<file path="config.mk">
export PLATFORM = sky130hd
export DESIGN_NAME = reg_stream_player
export DESIGN_NICKNAME = d
export VERILOG_FILES = /design/src/rtl/synth_pkg.sv /design/src/rtl/tick_divider.sv /design/src/rtl/reg_stream_player.sv
export SDC_FILE = /design/constraint.sdc
export NUM_CORES = 1
export LEC_CHECK = 0
export CORE_ASPECT_RATIO = 1.5
export CORE_MARGIN = 1.5
export CORE_UTILIZATION = 45
export DETAILED_ROUTE_END_ITERATION = 8
export DONT_BUFFER_PORTS = 1
export HOLD_SLACK_MARGIN = 0.15
export PLACE_DENSITY_LB_ADDON = 0.3
export SYNTH_ARGS = -nofsm -noshare
export SYNTH_HDL_FRONTEND = slang
export SYNTH_SLANG_ARGS = --single-unit
</file>
<file path="constraint.sdc">
create_clock -name clk_50mhz -period 14.2 [get_ports clk_50mhz]
set_input_delay 3.55 -clock clk_50mhz [delete_from_list [all_inputs] [get_ports clk_50mhz]]
set_output_delay 3.55 -clock clk_50mhz [all_outputs]
set_load 0.05 [all_outputs]
</file>
<file path="src/rtl/synth_pkg.sv">
// Shared types and constants for the register stream player.
// Register width, frame delimiter, default key set, FSM states.
package synth_pkg;

    localparam int          REG_W        = 8;
    localparam logic [7:0]  DEF_DELIM    = 8'hFF;
    localparam logic [35:0] DEF_KEY_MASK = 36'h0_4104_0201;

    typedef enum logic [1:0] {
        IDLE,
        GET_IDX,
        GET_VAL,
        APPLY
    } player_state_t;

endpackage

</file>
<file path="src/rtl/tick_divider.sv">
// Free-running strobe divider: one-cycle tick every TICK_DIV enabled cycles.
// Ports: clk_50mhz, reset (async high), enable (holds count when low), tick.
module tick_divider #(
    parameter int TICK_DIV = 5000000
) (
    input  logic clk_50mhz,
    input  logic reset,
    input  logic enable,
    output logic tick
);

    localparam int CW = (TICK_DIV > 1) ? $clog2(TICK_DIV) : 1;

    logic [CW-1:0] count;

    always_ff @(posedge clk_50mhz or posedge reset) begin
        if (reset) begin
            count <= '0;
            tick  <= 1'b0;
        end else begin
            tick <= 1'b0;
            if (enable) begin
                if (count == CW'(TICK_DIV - 1)) begin
                    count <= '0;
                    tick  <= 1'b1;
                end else begin
                    count <= count + CW'(1);
                end
            end
        end
    end

endmodule

</file>
<file path="src/rtl/reg_stream_player.sv">
// Plays (index, value) byte pairs into a register bank, one frame per tick.
// Ports: clk_50mhz, reset, enable, s_valid/s_data/s_ready/s_eos stream,
// regs_flat bank, wr_* write echo, frame_tick, busy, done, status counters.
module reg_stream_player
    import synth_pkg::*;
#(
    parameter int                  NUM_REGS   = 36,
    parameter int                  TICK_DIV   = 5000000,
    parameter logic [NUM_REGS-1:0] KEY_MASK   = NUM_REGS'(DEF_KEY_MASK),
    parameter int                  TOGGLE_BIT = 6,
    parameter logic [7:0]          DELIM      = DEF_DELIM
) (
    input  logic                      clk_50mhz,
    input  logic                      reset,
    input  logic                      enable,
    input  logic                      s_valid,
    input  logic [7:0]                s_data,
    output logic                      s_ready,
    input  logic                      s_eos,
    output logic [REG_W*NUM_REGS-1:0] regs_flat,
    output logic                      wr_strobe,
    output logic [7:0]                wr_addr,
    output logic [7:0]                wr_data,
    output logic                      frame_tick,
    output logic                      busy,
    output logic                      done,
    output logic [15:0]               frame_count,
    output logic                      overrun,
    output logic [7:0]                bad_index_count
);

    localparam logic [7:0] TMASK = 8'(1 << TOGGLE_BIT);

    player_state_t state;
    logic [7:0]    idx;
    logic [7:0]    val;
    logic [7:0]    cur;
    logic [7:0]    new_val;
    logic          is_key;
    logic          in_range;

    tick_divider #(
        .TICK_DIV (TICK_DIV)
    ) u_tick (
        .clk_50mhz (clk_50mhz),
        .reset     (reset),
        .enable    (enable),
        .tick      (frame_tick)
    );

    assign s_ready = (state == GET_IDX) || (state == GET_VAL);
    assign busy    = (state != IDLE);
    assign done    = s_eos && (state == IDLE);

    // Key registers keep the written value except the toggle bit,
    // which flips so synth_core sees a retrigger on every write.
    always_comb begin
        cur    = '0;
        is_key = 1'b0;
        for (int i = 0; i < NUM_REGS; i++) begin
            if (idx == 8'(i)) begin
                cur    = regs_flat[REG_W*i +: REG_W];
                is_key = KEY_MASK[i];
            end
        end
        in_range = (idx < 8'(NUM_REGS));
        new_val  = is_key ? ((val & ~TMASK) | (~cur & TMASK)) : val;
    end

    always_ff @(posedge clk_50mhz or posedge reset) begin
        if (reset) begin
            state           <= IDLE;
            idx             <= '0;
            val             <= '0;
            regs_flat       <= '0;
            wr_strobe       <= 1'b0;
            wr_addr         <= '0;
            wr_data         <= '0;
            frame_count     <= '0;
            overrun         <= 1'b0;
            bad_index_count <= '0;
        end else begin
            wr_strobe <= 1'b0;
            if (frame_tick && state != IDLE) begin
                overrun <= 1'b1;
            end
            unique case (state)
                IDLE: begin
                    if (frame_tick && !s_eos) begin
                        state <= GET_IDX;
                    end
                end
                GET_IDX: begin
                    if (s_valid) begin
                        if (s_data == DELIM) begin
                            state       <= IDLE;
                            frame_count <= frame_count + 16'd1;
                        end else begin
                            idx   <= s_data;
                            state <= GET_VAL;
                        end
                    end else if (s_eos) begin
                        state <= IDLE;
                    end
                end
                GET_VAL: begin
                    if (s_valid) begin
                        val   <= s_data;
                        state <= APPLY;
                    end else if (s_eos) begin
                        state <= IDLE;
                    end
                end
                APPLY: begin
                    if (in_range) begin
                        for (int i = 0; i < NUM_REGS; i++) begin
                            if (idx == 8'(i)) begin
                                regs_flat[REG_W*i +: REG_W] <= new_val;
                            end
                        end
                        wr_strobe <= 1'b1;
                        wr_addr   <= idx;
                        wr_data   <= new_val;
                    end else if (bad_index_count != 8'hFF) begin
                        bad_index_count <= bad_index_count + 8'd1;
                    end
                    state <= GET_IDX;
                end
                default: state <= IDLE;
            endcase
        end
    end

endmodule

</file>
==> results.sh <==
export IMPL_status="finished clean"
export IMPL_drc_errors=0
export IMPL_cts_htree_levels=2
export IMPL_power_leakage_nw=8.28
export IMPL_critPathTopFamily="simple AND/OR/NAND/NOR gates"
export IMPL_inserted_clock_buffers=36
export IMPL_fillerInstances=2888
export IMPL_share_of_cells_above_drive_strength_1=0.370
export IMPL_post_dp_hpwl_um=26600
export IMPL_number_of_global_route_vias_before_repair=8884
export IMPL_vdd_ir_drop_max_mv=0.0601
export IMPL_io_buffers=0
export IMPL_cellPowerDensity_nw_per_um2=128
export IMPL_most_used_flip_flop_cell_after_synthesis="dfrtp_1"
export IMPL_worst_endpoint_arrival_ns=4.26
export IMPL_worstSetupPathType="primary input to output port"
export IMPL_synth_area_um2=15100
export IMPL_number_of_buffers_inserted_by_post_cts_setup_repair=0
export IMPL_routabilityCongestion=0.834
export IMPL_cp_end_kind="output port"
export IMPL_layout_nets=1115
export IMPL_timing_final_hold_violations=0
export IMPL_rows=82
export IMPL_synthDistinctLibCells=60
export IMPL_cts_hold_fix_buffers=0
export IMPL_detail_routed_net_length_per_standard_cell_um=25.5
export IMPL_initial_utilization=0.455
export IMPL_slowest_stage="nor2_1"
export IMPL_via_count_of_the_routed_design=8801
export IMPL_clkSinkCount=372
export IMPL_timing_final_crit_share=0.550
export IMPL_finalSetupViolations=0
export IMPL_critPathRequiredTime_ns=10.65
export IMPL_grt_total_usage=0.222
export IMPL_clock_tree_from_tritoncts="done"
export IMPL_ff2ff_setup_slack_ns=10.90
export IMPL_avgViaCountPerCell=5.70
export IMPL_antenna_violations_before_repair=0
export IMPL_ctsRootBufferMaster="clkbuf_16"
export IMPL_slew_limit_headroom=0.328
export IMPL_crit_chain="inv_1, nor2_1"
export IMPL_cts_repair_resize_count=0
export IMPL_final_setup_tns_ns=0
export IMPL_seq_area_frac_synth=0.616
export IMPL_dieHeight_um=227
export IMPL_synthesis_yosys_warnings=0
export IMPL_syn_avg_cell_area_um2=13.8
export IMPL_synthDominantCellAreaShare=0.616
export IMPL_grt_max_degree=163
export IMPL_max_freq_ghz=0.128
export IMPL_synth_net_count=1119
export IMPL_postRouteAntennaNets=0
export IMPL_synth_async_reset_ratio=1.00
export IMPL_die_area_um2=34700
export IMPL_drtPass1Iterations=5
export IMPL_worst_slew_pin_slew_ns=1.01
export IMPL_grt_remaining_overflow=0
export IMPL_cts_root_to_sink_buffers=3
export IMPL_hold_path_class="register to register"
export IMPL_floorplan_io_pins=347
export IMPL_max_cap_violations=0
export IMPL_area_of_the_multi_input_gates_um2=5560
export IMPL_register_area_um2=9310
export IMPL_syn_instance_count=1099
export IMPL_skew_ns=0.0229
export IMPL_power_after_layout_mw=2.16
export IMPL_synth_largest_area_cell="dfrtp_1"
export IMPL_syn_to_final_growth_pct=11.5
export IMPL_total_length_of_routed_wires_um=39300
export IMPL_yosysMostFrequentCell="dfrtp_1"
export IMPL_clock_latency_ns=0.54
export IMPL_post_synth_most_frequent_cells="dfrtp_1 (372), mux2_2 (294), nand2_1 (84)"
export IMPL_first_iter_violations=496
export IMPL_clk_transition_reported_paths_ns=0.06
export IMPL_crit_path_start_kind="primary input"
export IMPL_antenna_diode_count=0
export IMPL_chipWidth_um=153
export IMPL_grt_setup_unrepaired="false"
export IMPL_synth_edf_count=0
export IMPL_final_period_minus_worst_setup_slack_ns=7.81
export IMPL_slowest_delay_ns=0.67
export IMPL_core_um2=33200
export IMPL_post_synth_main_area_contributors="dfrtp_1 (62%), mux2_2 (22%), nand2_1 (2.1%), xnor2_1 (1.4%), clkbuf_1 (0.99%)"
export IMPL_crit_buf_inv=1
export IMPL_critical_path_peak_fanout=3
export IMPL_ff_latch_count_synth=372
export IMPL_drv_slew=0
export IMPL_post_route_util=0.507
export IMPL_grt_first_pass_wirelength_um=58200
## registers in the layout (all words and copies together), names as in the netlist
signal / count
regs_flat: 288
u_tick.count: 23
frame_count: 16
bad_index_count: 8
idx: 8
val: 8
wr_addr: 8
wr_data: 8
state: 2
overrun: 1
u_tick.tick: 1
wr_strobe: 1
## cells by family after synthesis
kind of cell	count (synthesis)	share of synthesized area
AND/OR/NAND/NOR	246	0.0862
flip-flops	372	0.616
adder cells (fa/ha/maj)	7	0.00579
XOR/XNOR	42	0.0243
multiplexers	300	0.223
AO/OA/AOI/OAI	64	0.0271
buffers and inverters	68	0.0175
## through the flow
| step | hold slack, ns | setup WS, ns | cell area [µm²] | instances |
|---|---|---|---|---|
| floorplan | 0.438 | 0.319 | 15100 | 1099 |
| global placement | 0.456 | 6.39 | 15500 | 1477 |
| detailed placement | 0.479 | 6.40 | 15500 | 1477 |
| CTS | 0.489 | 6.40 | 16900 | 1543 |
| global route | 0.507 | 6.39 | 16900 | 1543 |
| finish | 0.496 | 6.39 | 16900 | 1543 |
## placed cells by master, fill, tap and decap left out, types with 7 or more instances in the layout
cell type  synthesis  routed
dfrtp_1          372     368
mux2_2           294     294
nand2_1           84      84
clkbuf_16          0      37
nor2_1            35      35
o21ai_0           28      28
xnor2_1           25      25
nor2_2            24      24
nand4_1           21      21
xor2_1            17      17
inv_1             17      16
nand3_1           16      16
clkinv_2           0      10
nand2b_1           8       8
bufinv_16          0       8
a21oi_1            7       7
nor4_1             8       7
ha_1               7       7
buf_4              0       7
## worst paths after layout
| check | start | to | depth (start not counted) |
|---|---|---|---|
| setup / recovery | s_eos | done | 2 |
| hold / removal | u_tick.count[4]$_DFFE_PP0P_ | u_tick.count[4]$_DFFE_PP0P_ | 1 |
| setup reg to reg | idx[2]$_DFFE_PP0P_ | regs_flat[185]$_DFFE_PP0P_ | 6 |
| hold reg to reg | u_tick.count[4]$_DFFE_PP0P_ | u_tick.count[4]$_DFFE_PP0P_ | 1 |
| max in group asynchronous | reset | regs_flat[31]$_DFFE_PP0P_ | 2 |
| min in group asynchronous | reset | regs_flat[187]$_DFFE_PP0P_ | 1 |
## final cells by class
class                   count  share of cell area
clock inverters            22              0.0191
multi-input cells         659               0.330
repair buffers              8             0.00430
inverters                  18             0.00445
well taps                 420              0.0312
clock buffers              44              0.0589
flip-flops and latches    372               0.553
## metal layers
metal  wire length (µm)  GRT usage  vias up
met2              20500      0.385      328
met3               2940     0.0678       84
met1              14500      0.255     4572
li1                   -          -     3817
met4               1420     0.0912        0
met5                  0          0        -
## power breakdown
group          total (mW)  internal, mW  leakage [nW]  switching, mW
Sequential           1.07          1.07          5.17        0.00662
Combinational      0.0330       0.00672          2.46         0.0262
Clock                1.06         0.646         0.650          0.413
Power figures use the tool's default switching activity.
